$ cat config.mk
export PLATFORM = sky130hd
export DESIGN_NAME = ll8_to_txmac_gap
export DESIGN_NICKNAME = d
export VERILOG_FILES = /design/src/rtl/ll8_to_txmac_gap.sv
export SDC_FILE = /design/constraint.sdc
export NUM_CORES = 1
export LEC_CHECK = 0
export BUFFER_PORTS_ARGS = -buffer_cell sky130_fd_sc_hd__buf_2
export CAP_MARGIN = 20
export CORE_MARGIN = 1
export CORE_UTILIZATION = 47
export CTS_BUF_LIST = sky130_fd_sc_hd__clkbuf_8
export DETAILED_ROUTE_END_ITERATION = 8
export HOLD_SLACK_MARGIN = 0.05
export PLACE_DENSITY = 0.8
export SLEW_MARGIN = 0
export SYNTH_ARGS = -nofsm -noshare
export SYNTH_HDL_FRONTEND = slang
export SYNTH_SLANG_ARGS = --single-unit
$ cat constraint.sdc
create_clock -name clk -period 2.2 [get_ports clk]
set_clock_uncertainty 0.1 [all_clocks]
set_input_delay 0.44 -clock clk [delete_from_list [all_inputs] [get_ports clk]]
set_output_delay 0.44 -clock clk [all_outputs]
set_load 0.02 [all_outputs]
$ cat src/rtl/ll8_to_txmac_gap.sv
// LocalLink (8-bit) to TX MAC byte bridge with first-byte ack hold, abort handling and inter-frame gap.
// Optional abort counter enabled by defining LL8_TXMAC_ABORT_CNT_EN.
module ll8_to_txmac_gap #(
    parameter int IFG_CYCLES = 2
) (
    input  logic        clk,
    input  logic        reset_n,
    input  logic        clear,
    input  logic [7:0]  ll_data,
    input  logic        ll_sof,
    input  logic        ll_eof,
    input  logic        ll_error,
    input  logic        ll_src_rdy,
    output logic        ll_dst_rdy,
    output logic [7:0]  tx_data,
    output logic        tx_valid,
    output logic        tx_error,
    input  logic        tx_ack,
    output logic        tx_busy,
    output logic [15:0] abort_count
);

    typedef enum logic [1:0] {IDLE, ACTIVE, DROP, GAP} state_t;

    // With a zero gap, every frame end goes straight back to IDLE.
    localparam state_t     END_STATE = (IFG_CYCLES == 0) ? IDLE : GAP;
    localparam logic [7:0] GAP_LOAD  = (IFG_CYCLES == 0) ? 8'd0 : 8'(IFG_CYCLES - 1);

    state_t     state;
    state_t     next_state;
    logic [7:0] gap_cnt;
    logic       abort;

    always_ff @(posedge clk or negedge reset_n) begin
        if (!reset_n) begin
            state   <= IDLE;
            gap_cnt <= 8'd0;
        end else if (clear) begin
            state   <= IDLE;
            gap_cnt <= 8'd0;
        end else begin
            state <= next_state;
            if (next_state == GAP && state != GAP)
                gap_cnt <= GAP_LOAD;
            else if (state == GAP && gap_cnt != 8'd0)
                gap_cnt <= gap_cnt - 8'd1;
        end
    end

    always_comb begin
        next_state = state;
        ll_dst_rdy = 1'b0;
        tx_valid   = 1'b0;
        abort      = 1'b0;
        case (state)
            IDLE: begin
                if (ll_src_rdy && !ll_sof) begin
                    ll_dst_rdy = 1'b1;
                end else if (ll_src_rdy && ll_sof) begin
                    tx_valid   = 1'b1;
                    ll_dst_rdy = tx_ack;
                    if (tx_ack) begin
                        abort = ll_error;
                        if (ll_eof)
                            next_state = END_STATE;
                        else if (ll_error)
                            next_state = DROP;
                        else
                            next_state = ACTIVE;
                    end
                end
            end
            ACTIVE: begin
                tx_valid = 1'b1;
                if (!ll_src_rdy) begin
                    abort      = 1'b1;
                    next_state = DROP;
                end else if (ll_sof) begin
                    // The sof byte belongs to the next frame, so it is left in place.
                    abort      = 1'b1;
                    next_state = END_STATE;
                end else if (ll_error) begin
                    abort      = 1'b1;
                    ll_dst_rdy = 1'b1;
                    next_state = ll_eof ? END_STATE : DROP;
                end else begin
                    ll_dst_rdy = 1'b1;
                    if (ll_eof)
                        next_state = END_STATE;
                end
            end
            DROP: begin
                if (ll_src_rdy && ll_sof) begin
                    next_state = END_STATE;
                end else begin
                    ll_dst_rdy = 1'b1;
                    if (ll_src_rdy && ll_eof)
                        next_state = END_STATE;
                end
            end
            GAP: begin
                if (gap_cnt == 8'd0)
                    next_state = IDLE;
            end
            default: next_state = IDLE;
        endcase
    end

    assign tx_error = abort;
    assign tx_data  = ll_data;
    assign tx_busy  = (state != IDLE);

`ifdef LL8_TXMAC_ABORT_CNT_EN
    logic [15:0] abort_q;

    always_ff @(posedge clk or negedge reset_n) begin
        if (!reset_n)
            abort_q <= 16'h0000;
        else if (clear)
            abort_q <= 16'h0000;
        else if (abort && abort_q != 16'hFFFF)
            abort_q <= abort_q + 16'd1;
    end

    assign abort_count = abort_q;
`else
    assign abort_count = 16'h0000;
`endif

endmodule

# Yosys cells after proc, flatten, opt, wreduce, memory -nomap -nowiden
# Cells that the tools add are included.
[op_classes]
n_addsub = 1
mux = 34
n_reduce_logical = 11
eq_ne = 5
[ops]
columns = ["operator", "n"]
rows = [
  ["2-bit two-way mux", 13],
  ["8-bit two-way mux", 3],
  ["1-bit two-way mux", 14],
  ["8-bit zero test", 1],
  ["2-bit one-hot mux with 4 select lines", 1],
  ["8-bit nonzero test", 1],
  ["8-bit by 1-bit subtractor with 8-bit output, second input constant", 1],
  ["2-bit equality test, second input constant", 3],
  ["1-bit logical AND", 5],
  ["1-bit one-hot mux with 2 select lines", 2],
  ["1-bit one-hot mux with 3 select lines", 1],
  ["3-bit nonzero test", 1],
  ["2-bit by 1-bit equality test with 1-bit output, second input constant", 1],
  ["2-bit zero test", 1],
  ["2-bit != test, second input constant", 1],
  ["2-bit nonzero test", 1],
  ["1-bit zero test", 1],
]
[totals]
wordCells = 53
out_inout_bits = 28
reg_bits = 10

# Depth between registers and ports, before layout
# Gate-level depths: netlist of the first run.
[depth]
ltp_word = 10
depth_mapped = 6

# Worst setup path after synthesis of the first run
# No wires, ideal clock.
[synth_path]
path_type = "register -> register"
startpoint = "register gap_cnt[5]"
endpoint = "register gap_cnt[0]"
synth_period_minus_slack_ns = 1.847
required_ns = 1.977
arrival_time_ns = 1.624
setup_time_ns = 0.123
path_buffers = 1
stages_incl_launch_ff = 6
setup_slack_ns = 0.353
cell_sequence = "dfrtp_1 -> nor3_4 -> a41oi_2 -> a311o_1 -> buf_6 -> o221a_1"
[synth_via]
elab_chain_cells = 7
[synth_rtl]
columns = ["item", "line_no", "rtl"]
rows = [
  ["from (decl)", "31", "logic [7:0] gap_cnt;"],
  ["from (signal assigned)", "46", "gap_cnt <= gap_cnt - 8'd1;"],
  ["8-bit zero test", "102", "if (gap_cnt == 8'd0)"],
  ["2-bit two-way mux", "102", ""],
  ["2-bit one-hot mux with 4 select lines", "55", "case (state)"],
  ["2-bit equality test", "43", "if (next_state == GAP && state != GAP)"],
  ["1-bit logical AND", "43", ""],
  ["8-bit two-way mux", "43", ""],
  ["8-bit two-way mux", "38", "end else if (clear) begin"],
]
# Parallel ways exist; a longest one is shown, timed or not.
# A chain may end at the register's enable or synchronous reset.

# Final worst setup path of the first run
# Ends and elaborated chain as after synthesis.

==> summary.txt, run 1 <==
FINISH
--------------------------------------------------------------------------------------
Non-filler instance count after layout ..................................          136
Antenna diodes ..........................................................            0
Post-layout net count ...................................................          127
Fillers .................................................................          200
Core utilization of the finished layout .................................        0.490
Share of final-layout standard cells stronger than drive strength 1 .....        0.248
P&R area growth vs syn ..................................................       -1.16%

STA
--------------------------------------------------------------------------------------
Unrepaired setup endpoints after global routing .........................           no
Transition time at the pin with the least slew margin ...................       594 ps
Final worst path period need ............................................      2010 ps
Slew headroom ...........................................................        0.603
Setup Viol. Count Final .................................................            0
Hold Violations, Final ..................................................            0
Tcrit/Tclk final ........................................................        0.913
Max Slew Vio Count ......................................................            0
Fmax achieved ...........................................................      498 MHz
Final-layout setup total negative slack .................................         0 ps

ROUTE
--------------------------------------------------------------------------------------
Vias/cell ...............................................................         5.18
Routed len/inst .........................................................      12.1 um
Initial DRC Count .......................................................           12
Number of iterations in the first detailed-routing pass .................            4
Final wirelength ........................................................      1.64 mm
Number of DRC violations after detailed routing .........................            0
Via count ...............................................................          705
Number of nets still failing antenna checks after routing ...............            0

YOSYS
--------------------------------------------------------------------------------------
Netlist area before placement ...........................................     973 um^2
Synth Area per Inst .....................................................    9.18 um^2
Top area cells in the synthesized netlist ............................... dfrtp_1 (26%), buf_4 (19%), a211oi_1 (4.6%)
Sequential-to-total area share from yosys stat ..........................        0.257
Commonest register cell after synthesis .................................      dfrtp_1
Flip-flop and latch count after synthesis ...............................           10
Largest area contributor in the netlist .................................      dfrtp_1
Post-synth EDFFs ........................................................            0
Synthesized instance count ..............................................          106
Most instantiated library cell after synthesis ..........................        buf_4
YS warnings .............................................................            0
Count of different cell masters after synthesis .........................           37
Fraction of synthesized cell area taken by the top area cell type .......        0.257
Top cell types by occurrence after synthesis ............................ buf_4 (25), dfrtp_1 (10), inv_1 (7)
Share of synthesized registers carrying an async set or reset ...........         1.00

PLACE
--------------------------------------------------------------------------------------
Detailed-placement wirelength estimate ..................................      1.25 mm
Routability Congestion ..................................................        0.791
IO buf count ............................................................           11
Placed cells ............................................................          131

DIE
--------------------------------------------------------------------------------------
Vert. Die Dim ...........................................................      47.5 um
Die width ...............................................................      47.5 um
Initial cell density of the core ........................................        0.496
Die Area ................................................................ 0.00226 mm^2
Number of standard-cell rows in the floorplan ...........................           16
Core footprint .......................................................... 0.00196 mm^2
I/O pins ................................................................           44

CLOCK TREE
--------------------------------------------------------------------------------------
Number of resized instances in the post-cts repair step .................            0
Max H-tree Level ........................................................            1
Clock tree from TritonCTS ...............................................         done
Number of sinks driven by the clock tree ................................           10
Number of hold-repair buffers added at the cts stage ....................            1
Number of clock buffers inserted by TritonCTS ...........................            3
Clk buf depth ...........................................................            2
Cell at the root of the clock tree ......................................     clkbuf_8
Clock slew at the register clock pins of the worst setup and hold paths .        50 ps
Clock latency on the worst-skew pair ....................................       240 ps
Post-CTS setup-driven buffer insertion count ............................            0

PWR
--------------------------------------------------------------------------------------
Power density over the cells ............................................  598 mW/mm^2
Max rail drop VDD .......................................................     0.389 mV
Leakage .................................................................     0.439 nW

WORST SETUP PATH
--------------------------------------------------------------------------------------
Crit. End Element .......................................................         flop
Endpoint of the most critical register-to-register path .................   gap_cnt[0]
Type of the worst setup path ............................................ flop to flop
Start of the worst register-to-register path ............................   gap_cnt[5]
Setup crit start kind ...................................................         flop
Arrival @ worst endpoint ................................................      2030 ps
Critical-path maximum fanout ............................................            9
Slack of the worst reg-to-reg path ......................................       190 ps
Worst Reg-to-Reg Cells ..................................................            4
Data required time at the worst endpoint ................................      2230 ps

MIN PATH
--------------------------------------------------------------------------------------
Hold depth ..............................................................            2
Type of the most critical hold path ..................................... primary input to flop
Worst Hold End ..........................................................   gap_cnt[5]
Worst hold path startpoint ..............................................        clear

GLOBAL ROUTE
--------------------------------------------------------------------------------------
Number of antenna violations at the first check in global routing .......            0
Leftover overflow at the end of global routing ..........................            0
Maximum number of pins on one net before global-route repair ............           16
Via count of the first global-routing pass ..............................          557
First-pass GRT wire length ..............................................      2.47 mm
Total routing usage reported by global routing ..........................        0.160

STATUS
--------------------------------------------------------------------------------------
Outcome ................................................................. finished, final reports clean

FLOW RUN
--------------------------------------------------------------------------------------
# Max-Cap Violations ....................................................            0

where the power goes:
part / internal, mW / switching (mW)
Combinational: 0.0428 / 0.0960
Clock: 0.157 / 0.0734
Sequential: 0.190 / 0.0158
cells in the final DEF, fill, tap and decap left out:
cell type and count:
nand3b_4 1, nand3_1 1, mux2_2 1, or2_2 2, and3_1 1, nor3_4 1
nor2_1 6, o21ai_0 4, a41oi_2 1, inv_1 7, a221oi_2 1, or4_2 1
o32a_1 1, mux2i_1 1, nor4_1 2, buf_2 11, a2111oi_0 1, dlygate4sd3_1 1
ha_1 1, nand2b_1 2, or2_1 1, xnor2_1 5, a2111oi_1 1, a2111oi_2 1
a211oi_1 6, nor3b_1 2, conb_1 16, nand4b_1 1, a311oi_1 1, a311o_1 1
nand2_1 2, and2_2 1, clkbuf_8 4, or4_1 1, a21oi_1 6, dfrtp_1 10
a211oi_2 2, o221a_1 1
per-layer routing:
metal,up-vias,routed length [um],GRT usage
li1,347,-,-
met1,327,777,0.213
met2,27,738,0.225
met3,4,93,0.0302
met4,0,31,0.126
met5,-,0,0
stage by stage:
step	worst slack [ps]	hold slack [ps]	total power [mW]	area [um^2]
3_3_place_gp	220	200	0.340	897
6_report	192	391	0.575	962
2_1_floorplan	353	44.4	0.365	1030
4_1_cts	195	388	0.579	962
5_1_grt	43.7	416	0.608	962
3_5_place_dp	179	208	0.344	897
state kept, by name (all words and copies together), names as in the netlist:
| name | flops |
|---|---|
| gap_cnt | 8 |
| state | 2 |
final cells by class:
cell class,count,area (um^2),area share
multi-input combinational,76,532,0.553
clock buffer,4,55.1,0.0572
timing repair buffer,12,65.1,0.0676
tap,27,33.8,0.0351
inverter,7,26.3,0.0273
sequential,10,250,0.260
critical path: stages, from the launching register on:
cell     delay [ps]
dfrtp_1         430
nor3_4          370
a41oi_2         210
a311o_1         490
o221a_1         290
kinds of logic after synthesis:
| group | share of synthesized area |
|---|---|
| and+or+nand+nor | 0.174 |
| xor gates and xnor gates | 0.0450 |
| buffers and inverters | 0.255 |
| muxes | 0.0219 |
| AOI/OAI and AO/OA | 0.231 |
| other | 0.00385 |
| adders and majority gates | 0.0129 |
| DFF | 0.257 |
worst max-delay path by stage:
stage,startpoint,to,slack (ps),cells past startpoint
5_1_grt,gap_cnt[5],gap_cnt[1],40,4
3_3_place_gp,ll_sof,gap_cnt[0],220,5
3_5_place_dp,ll_sof,gap_cnt[4],180,5
2_1_floorplan,gap_cnt[5],gap_cnt[0],350,5
6_report,gap_cnt[5],gap_cnt[0],190,4
4_1_cts,gap_cnt[5],gap_cnt[3],200,4
Power figures use the tool's default switching activity.
==> inputs of run 2 (changes only) <==
--- a/config.mk
+++ b/config.mk
@@ -5,14 +5,14 @@
 export SDC_FILE = /design/constraint.sdc
 export NUM_CORES = 1
 export LEC_CHECK = 0
-export BUFFER_PORTS_ARGS = -buffer_cell sky130_fd_sc_hd__buf_2
 export CAP_MARGIN = 20
 export CORE_MARGIN = 1
 export CORE_UTILIZATION = 47
 export CTS_BUF_LIST = sky130_fd_sc_hd__clkbuf_8
 export DETAILED_ROUTE_END_ITERATION = 8
+export DONT_BUFFER_PORTS = 1
 export HOLD_SLACK_MARGIN = 0.05
-export PLACE_DENSITY = 0.8
+export MAX_ROUTING_LAYER = met4
 export SLEW_MARGIN = 0
 export SYNTH_ARGS = -nofsm -noshare
 export SYNTH_HDL_FRONTEND = slang
==> constraint.sdc (replaced) <==
create_clock -name clk -period 2.2 [get_ports clk]
set_clock_uncertainty 0.1 [all_clocks]
set_input_delay 0.11 -clock clk [delete_from_list [all_inputs] [get_ports clk]]
set_output_delay 0.11 -clock clk [all_outputs]
set_load 0.02 [all_outputs]
==> run 2 against run 1 <==
  * Via count decreased by 4.4%
  * Critical path depth unchanged
  * Cell count fell by 6.6%
  * Non-clock buffer count down 9
  * Sequential share of layout area up 1.1 points
  * Fmax is 0.48% higher
  * Cell area shrank 3.9%
  * Critical endpoint unchanged
==> summary.txt, run 2 (synthesis gave the netlist of run 1 again) <==
STA
--------------------------------------------------------------------------------------
Tcrit/Tclk final ........................................................        0.908
Max Slew Vio Count ......................................................            0
Transition time at the pin with the least slew margin ...................       619 ps
Unrepaired setup endpoints after global routing .........................           no
Slew headroom ...........................................................        0.586
Setup Viol. Count Final .................................................            0
Hold Violations, Final ..................................................            0
Fmax achieved ...........................................................      500 MHz
Final worst path period need ............................................      2000 ps
Final-layout setup total negative slack .................................         0 ps

DIE
--------------------------------------------------------------------------------------
Die width ...............................................................      47.5 um
Initial cell density of the core ........................................        0.496
Number of standard-cell rows in the floorplan ...........................           16
Die Area ................................................................ 0.00226 mm^2
Core footprint .......................................................... 0.00196 mm^2
Vert. Die Dim ...........................................................      47.5 um
I/O pins ................................................................           44

CLOCK TREE
--------------------------------------------------------------------------------------
Number of clock buffers inserted by TritonCTS ...........................            3
Clock tree from TritonCTS ...............................................         done
Clock latency on the worst-skew pair ....................................       230 ps
Number of resized instances in the post-cts repair step .................            0
Max H-tree Level ........................................................            1
Clk buf depth ...........................................................            2
Number of sinks driven by the clock tree ................................           10
Cell at the root of the clock tree ......................................     clkbuf_8
Clock slew at the register clock pins of the worst setup and hold paths .        50 ps
Post-CTS setup-driven buffer insertion count ............................            0

FINISH
--------------------------------------------------------------------------------------
Non-filler instance count after layout ..................................          127
Flip-flop count of the largest register after layout ....................            8
Share of final-layout standard cells stronger than drive strength 1 .....        0.170
Largest Register ........................................................      gap_cnt
Biggest registers after layout .......................................... gap_cnt (8), state (2)
Cell area after layout ..................................................     925 um^2
Post-layout net count ...................................................          118
P&R area growth vs syn ..................................................       -5.01%
Most common cell after layout, fill and taps aside ......................       conb_1
Commonest cells after routing, fill and taps aside ...................... conb_1 (16), dfrtp_1 (10), inv_1 (7)
Antenna diodes ..........................................................            0

ROUTE
--------------------------------------------------------------------------------------
Number of nets still failing antenna checks after routing ...............            0
Final wirelength ........................................................      1.54 mm
Via count ...............................................................          674
Initial DRC Count .......................................................           10
Number of iterations in the first detailed-routing pass .................            4
Vias/cell ...............................................................         5.31
Number of DRC violations after detailed routing .........................            0
Routed len/inst .........................................................      12.1 um

WORST SETUP PATH
--------------------------------------------------------------------------------------
Endpoint of the most critical register-to-register path .................   gap_cnt[0]
Data required time at the worst endpoint ................................      2220 ps
Arrival @ worst endpoint ................................................      2010 ps
Worst Setup SP ..........................................................   gap_cnt[5]
Crit. End Element .......................................................         flop
Start of the worst register-to-register path ............................   gap_cnt[5]
Type of the worst setup path ............................................ flop to flop
Worst Reg-to-Reg Cells ..................................................            4
Setup crit start kind ...................................................         flop
Slack of the worst reg-to-reg path ......................................       200 ps
Critical-path maximum fanout ............................................            9
Critical Path End .......................................................   gap_cnt[0]

FLOW RUN
--------------------------------------------------------------------------------------
# Max-Cap Violations ....................................................            0

PWR
--------------------------------------------------------------------------------------
Switch share ............................................................        0.311
Portion of total power attributed to combinational logic ................        0.222
Switching power summed over all nets ....................................       172 uW
Power density over the cells ............................................  597 mW/mm^2
Part of the total power dissipated in the clock network .................        0.406
Internal power component ................................................       380 uW
Max rail drop VDD .......................................................     0.438 mV
Leakage .................................................................     0.401 nW
Flop pwr share ..........................................................        0.372

PLACE
--------------------------------------------------------------------------------------
Routability Congestion ..................................................        0.834
Detailed-placement wirelength estimate ..................................      1.16 mm
IO buf count ............................................................            0
Area after detailed placement ...........................................     850 um^2
Placed cells ............................................................          121

MIN PATH
--------------------------------------------------------------------------------------
Type of the most critical hold path ..................................... primary input to flop
Hold depth ..............................................................            2

GLOBAL ROUTE
--------------------------------------------------------------------------------------
Leftover overflow at the end of global routing ..........................            0
Number of antenna violations at the first check in global routing .......            0
Via count of the first global-routing pass ..............................          570
Total routing usage reported by global routing ..........................        0.156
First-pass GRT wire length ..............................................      2.37 mm
Maximum number of pins on one net before global-route repair ............           16

STATUS
--------------------------------------------------------------------------------------
Outcome ................................................................. finished, final reports clean

run 2: cell types whose count changed in the layout (fill, tap and decap cells not counted), sizes merged:
cell | before | now
buf | 11 | 1
dlygate4sd3 | 1 | 2
run 2: per-stage QoR:
step	hold WS (ps)	util	total power, mW	setup WS [ps]
6_report	70.9	0.471	0.552	202
5_1_grt	120	0.471	0.583	93.1
4_1_cts	77.9	0.471	0.558	203
3_5_place_dp	-285	0.433	0.321	227
3_3_place_gp	-285	0.433	0.322	251
2_1_floorplan	-286	-	0.365	353
run 2: cell type report:
type                            instances  area [um^2]
Timing Repair Buffer                    3         27.5
Sequential cell                        10          250
Multi-Input combinational cell         76          532
Fill cell                             189         1040
Inverter                                7         26.3
Clock buffer                            4         55.1
Tap cell                               27         33.8
run 2: power groups by stage:
stage	Sequential (mW)	Combinational [mW]	Clock (mW)
floorplan	0.198	0.167	0
global route	0.207	0.137	0.239
finish	0.206	0.122	0.224
CTS	0.205	0.123	0.231
detailed placement	0.208	0.113	0
global placement	0.208	0.114	0
run 2: timing repair:
action,in CTS,in global routing
hold buffers,2,0
hold endpoints to repair,20,0
setup endpoints to repair,0,0
run 2: worst min-delay path by stage:
stage	endpoint	slack (ps)	from
floorplan	gap_cnt[0]	-290	reset_n
global placement	gap_cnt[7]	-290	reset_n
detailed placement	gap_cnt[6]	-290	reset_n
CTS	state[1]	80	ll_eof
global route	tx_data[2]	120	ll_data[2]
finish	state[1]	70	ll_eof
run 2: critical path, cell delays in order, from the launching register on:
cell     delay [ps]
dfrtp_1         430
nor3_4          350
a41oi_2         210
a311o_1         490
o221a_1         290
run 2: metal layers:
layer  part of all wire  vias up  global-route usage
met2               0.43       24               0.214
li1                   -      334                   -
met3              0.045        4              0.0302
met1               0.50      312               0.201
met5                  0        -                   -
met4              0.027        0               0.114
